===== src/rtl/clock_divider_pkg.sv =====
// Shared constants and helpers for the multi-channel clock divider.
// The output-mode encoding is the per-channel meaning of the mode bus.
package clock_divider_pkg;

  localparam int NUM_CH_DEF      = 4;
  localparam int CNT_W_DEF       = 16;
  localparam int DEFAULT_DIV_DEF = 20;

  typedef enum logic {
    MODE_TOGGLE = 1'b0,
    MODE_PULSE  = 1'b1
  } mode_e;

  // Next output level: pulse mode mirrors the wrap strobe, toggle mode flips on it.
  function automatic logic next_cout(input logic mode, input logic cout, input logic wrap);
    logic r;
    if (mode == MODE_PULSE)
      r = wrap;
    else
      r = cout ^ wrap;
    return r;
  endfunction

endpackage


===== src/rtl/clk_div_channel.sv =====
// One divider channel: wrap counter, shadowed divisor load and registered outputs.
// The divisor only changes while the counter is (or becomes) zero, so cnt never exceeds it.
module clk_div_channel
  import clock_divider_pkg::*;
#(
  parameter int CNT_W       = CNT_W_DEF,
  parameter int DEFAULT_DIV = DEFAULT_DIV_DEF
) (
  input  logic             clk,
  input  logic             rst,
  input  logic             en,
  input  logic             sync,
  input  logic             mode,
  input  logic             div_wr,
  input  logic [CNT_W-1:0] div_data,
  output logic             div_pend,
  output logic             tick,
  output logic             cout
);

  logic [CNT_W-1:0] cnt;
  logic [CNT_W-1:0] div_act;
  logic [CNT_W-1:0] shadow;
  logic             pend;
  logic             tick_r;
  logic             cout_r;
  logic             wrap;
  logic             load;

  assign wrap = en & ~sync & (cnt == div_act);
  // A pending divisor becomes active whenever the counter is forced or wraps to zero.
  assign load = pend & (sync | ~en | wrap);

  always_ff @(posedge clk) begin
    if (rst) begin
      cnt     <= '0;
      div_act <= CNT_W'(DEFAULT_DIV);
      shadow  <= CNT_W'(DEFAULT_DIV);
      pend    <= 1'b0;
      tick_r  <= 1'b0;
      cout_r  <= 1'b0;
    end else begin
      if (sync) begin
        cnt    <= '0;
        tick_r <= 1'b0;
        cout_r <= 1'b0;
      end else if (!en) begin
        cnt    <= '0;
        tick_r <= 1'b0;
      end else begin
        cnt    <= wrap ? '0 : cnt + CNT_W'(1);
        tick_r <= wrap;
        cout_r <= next_cout(mode, cout_r, wrap);
      end

      if (load)
        div_act <= shadow;

      // A write on the load edge keeps pend set: the new value waits for the next wrap.
      if (div_wr) begin
        shadow <= div_data;
        pend   <= 1'b1;
      end else if (load) begin
        pend   <= 1'b0;
      end
    end
  end

  assign div_pend = pend;
  assign tick     = tick_r;
  assign cout     = cout_r;

endmodule


===== src/rtl/clock_divider_multi.sv =====
// Multi-channel clock-enable / divided-clock generator.
// Slices the per-channel buses and fans out rst, sync and the shared div_data.
module clock_divider_multi
  import clock_divider_pkg::*;
#(
  parameter int NUM_CH      = NUM_CH_DEF,
  parameter int CNT_W       = CNT_W_DEF,
  parameter int DEFAULT_DIV = DEFAULT_DIV_DEF
) (
  input  logic              cin,
  input  logic              rst,
  input  logic [NUM_CH-1:0] en,
  input  logic              sync,
  input  logic [NUM_CH-1:0] mode,
  input  logic [NUM_CH-1:0] div_wr,
  input  logic [CNT_W-1:0]  div_data,
  output logic [NUM_CH-1:0] div_pend,
  output logic [NUM_CH-1:0] tick,
  output logic [NUM_CH-1:0] cout
);

  for (genvar g = 0; g < NUM_CH; g++) begin : g_ch
    clk_div_channel #(
      .CNT_W       (CNT_W),
      .DEFAULT_DIV (DEFAULT_DIV)
    ) u_ch (
      .clk      (cin),
      .rst      (rst),
      .en       (en[g]),
      .sync     (sync),
      .mode     (mode[g]),
      .div_wr   (div_wr[g]),
      .div_data (div_data),
      .div_pend (div_pend[g]),
      .tick     (tick[g]),
      .cout     (cout[g])
    );
  end

endmodule


===== config.mk =====
export PLATFORM = sky130hd
export DESIGN_NAME = clock_divider_multi
export DESIGN_NICKNAME = d
export VERILOG_FILES = /design/src/rtl/clock_divider_pkg.sv /design/src/rtl/clk_div_channel.sv /design/src/rtl/clock_divider_multi.sv
export SDC_FILE = /design/constraint.sdc
export NUM_CORES = 1
export LEC_CHECK = 0
export ABC_CLOCK_PERIOD_IN_PS = 3700
export CAP_MARGIN = 10
export CORE_UTILIZATION = 65
export CTS_BUF_LIST = sky130_fd_sc_hd__clkbuf_4 sky130_fd_sc_hd__clkbuf_8
export CTS_CLUSTER_DIAMETER = 150
export DETAILED_ROUTE_END_ITERATION = 10
export MAX_ROUTING_LAYER = met4
export PLACE_DENSITY = 0.84
export SLEW_MARGIN = 25
export SYNTH_ARGS = -nofsm -noshare
export SYNTH_HDL_FRONTEND = slang
export SYNTH_SLANG_ARGS = --single-unit

===== constraint.sdc =====
create_clock -name cin -period 3.7 [get_ports cin]
set_input_delay 0.74 -clock cin [delete_from_list [all_inputs] [get_ports cin]]
set_output_delay 0.74 -clock cin [all_outputs]
set_load 0.05 [all_outputs]

==> results.ini <==
[grt]
grt-ovfl-total = 0
grt_max_degree = 38
track_usage_pct = 28.2
grt_pass1_vias = 5918
grt_pass1_wl_um = 28500
antenna_found_initial = 0

[clock_tree]
cts.sinks = 204
cts_setup_buffers = 0
htreeDepth = 1
clock_path_buffers = 3
ctsHoldBuffers = 0
clk_pin_slew_ns = 0.06
cts-resized-gates = 0
cts_buffers = 31
cts_root_buffer = clkbuf_8
cts_tree = done
clk_latency_ns = 0.55

[timing]
whs_ns = 0.461
setup_ws_ns = 1.19
layout_min_cycle_time_ns = 2.51
max_freq_mhz = 399
finalHoldViolCount = 0
setup_tns_ns = 0
setup-violations-final = 0
worst_pin_slew_ns = 1.02
rsz0062_at_grt = false
finClkSkew_ns = 0.00951
max_slew_margin_pct = 31.7
fin_crit_sh_pct = 67.7
final-max-slew-violation-count = 0

[setup_path]
crit_chain = clkdlybuf4s50_1
crit_slowest_cell = clkdlybuf4s50_1
worst-endpoint-required_ns = 2.96
crit_fanout = 4
r2r-end = g_ch[1].u_ch.div_act[15]
slowest_delay_ns = 0.83
rr_worst_depth = 5
crit_path_start_kind = register
worstPathArrival_ns = 1.77
r2r_slack_ns = 1.26
path_class = register to output port
critical_path_buf_inv_count = 1
end_kind = output port
path_delay_family = buffers and inverters
r2r_start = g_ch[1].u_ch.div_act[12]

[synthesis]
postSynth.asyncResetShare_pct = 0
synth_area_leaders = dfxtp_1, xor2_1, mux2i_1
syn-num-nets = 842
ys.flop_type = dfxtp_1
syn-instance-count = 807
synth_edf_count = 0
yosysWarnings = 0
netlist_area_mm2 = 0.00814
synth_common_cells = dfxtp_1, nor2_1, xor2_1, a22o_1, mux2i_1
seq_area_frac_synth_pct = 50.2
postSynthAreaPerCell_um2 = 10.1
synth_most_common_cell = dfxtp_1
yosys.area.top_type = dfxtp_1
synth.distinct_cells = 37
ys_ff_latch = 204
synth_top_area_share_pct = 50.2

[floorplan]
io_pins = 43
die_area_mm2 = 0.0130
start_util_pct = 67.2
core-area_mm2 = 0.0121
die_x_um = 114
dieHeight_um = 114
row_count = 40

[place]
placed_area_mm2 = 0.00856
place_congestion = 0.804
port_buffers = 42
post-place-ws_ns = 0.851
dpl.cell_count = 977
hpwl_um = 11800

[final_layout]
drive_gt1_share_pct = 8.57
fin_nets = 877
area_delta_synth_final_pct = 12.9
n_antenna_cell = 0
final_util_pct = 75.9
stdcell_area_mm2 = 0.00920
final_cells = 1031
nFillCells = 828

[flow_run]
maxCapViolCount = 0

[run_status]
outcome = complete, no violations

[pwr]
p_int_mw = 3.43
swShare_pct = 22.9
pwr-share-seq_pct = 51.8
p_switching_mw = 1.02
power_frac_clock_pct = 41.7
combPwrFrac_pct = 6.4
power_mw = 4.46
peakVddDrop_uv = 414
power.leakage_nw = 3.96
power_density_mw_per_mm2 = 485

[detailed_routing]
antenna_left = 0
vias = 5870
first_iter_violations = 374
wl_per_cell_um = 16.7
drtPass1Iterations = 5
totalWireLength_um = 17200
vias_per_cell = 5.69
drc = 0

[min_path]
holdPathEnd = g_ch[2].u_ch.shadow[6]
hold_path_class = input port to register
min-delay-start = rst
hold_path_depth = 2

[worst register-to-register path, delay by kind of cell, from the launching register on]
kind	cells	cell delay, ns
compound gates	2	1.19
xor+xnor	1	0.17
simple gates	2	0.68
flops	1	0.34
[state kept, by name, indices dropped and copies added, names as in the netlist]
register / flops
g_ch.u_ch.cnt: 64
g_ch.u_ch.div_act: 64
g_ch.u_ch.shadow: 64
g_ch.u_ch.cout: 4
g_ch.u_ch.div_pend: 4
g_ch.u_ch.tick: 4
[power groups by stage]
stage               Sequential (mW)  Clock, mW  Combinational (mW)
global placement               2.35          0               0.269
global route                   2.31       1.99               0.312
floorplan                      2.34          0               0.193
finish                         2.31       1.86               0.287
CTS                            2.31       1.89               0.284
detailed placement             2.36          0               0.280
[placed cells by master (no fill, tap or decap), types with 2 or more instances in the layout]
master             n
o211ai_1           8
nor3_1             3
clkinv_2           2
and4_1             7
inv_1             29
xor2_1            99
a311oi_4           3
nor3b_1            3
xnor2_1           21
o22ai_1            3
mux2_2             3
a22o_1            56
clkbuf_8          38
ha_1               4
nand2_1           32
mux2i_1           56
nor2_1           140
dfxtp_1          204
nand3_1           28
buf_4              6
clkbuf_4          13
a21oi_1            2
a211oi_1           2
o2bb2ai_1          4
and3_1             9
clkdlybuf4s50_1   41
a22oi_1            8
nor4_1            11
nor4_2             5
nand4_1           14
[final cells by class]
| type | instances | area [um2] | area share (%) |
|---|---|---|---|
| Inverter | 29 | 109 | 1.18 |
| Clock buffer | 51 | 621 | 6.75 |
| Tap cell | 168 | 210 | 2.29 |
| Multi-Input combinational cell | 528 | 3690 | 40.2 |
| Clock inverter | 3 | 17.5 | 0.191 |
| Timing Repair Buffer | 48 | 460 | 5.01 |
| Sequential cell | 204 | 4080 | 44.4 |
[cells by family (layout without fill, tap and decap cells)]
family	Yosys count	count (layout)	share of synthesized area, %
and+or+nand+nor	255	255	14.6
muxes	59	59	7.30
adders and majority gates	4	4	0.615
xor gates and xnor gates	120	120	12.9
AOI/OAI and AO/OA	90	90	9.94
DFF	204	204	50.2
buffers and inverters	75	131	4.49
[worst max-delay path by stage]
| stage | from | end | cells past startpoint |
|---|---|---|---|
| after floorplan | rst | g_ch[0].u_ch.div_act[10] | 5 |
| after global placement | sync | g_ch[1].u_ch.div_act[4] | 4 |
| after detailed placement | sync | g_ch[1].u_ch.div_act[2] | 4 |
| after CTS | g_ch[3].u_ch.cout | cout[3] | 1 |
| after global routing | g_ch[1].u_ch.div_act[12] | g_ch[1].u_ch.div_act[2] | 5 |
| final | g_ch[3].u_ch.cout | cout[3] | 1 |
[metal layers]
layer	vias up	part of all wire, %	global-route usage (%)
li1	2834	-	-
met1	2861	43	34.6
met2	148	50	48.3
met3	27	4.9	3.99
met4	0	1.8	8.57
met5	-	0	-
(Power assumes the default switching activity.)
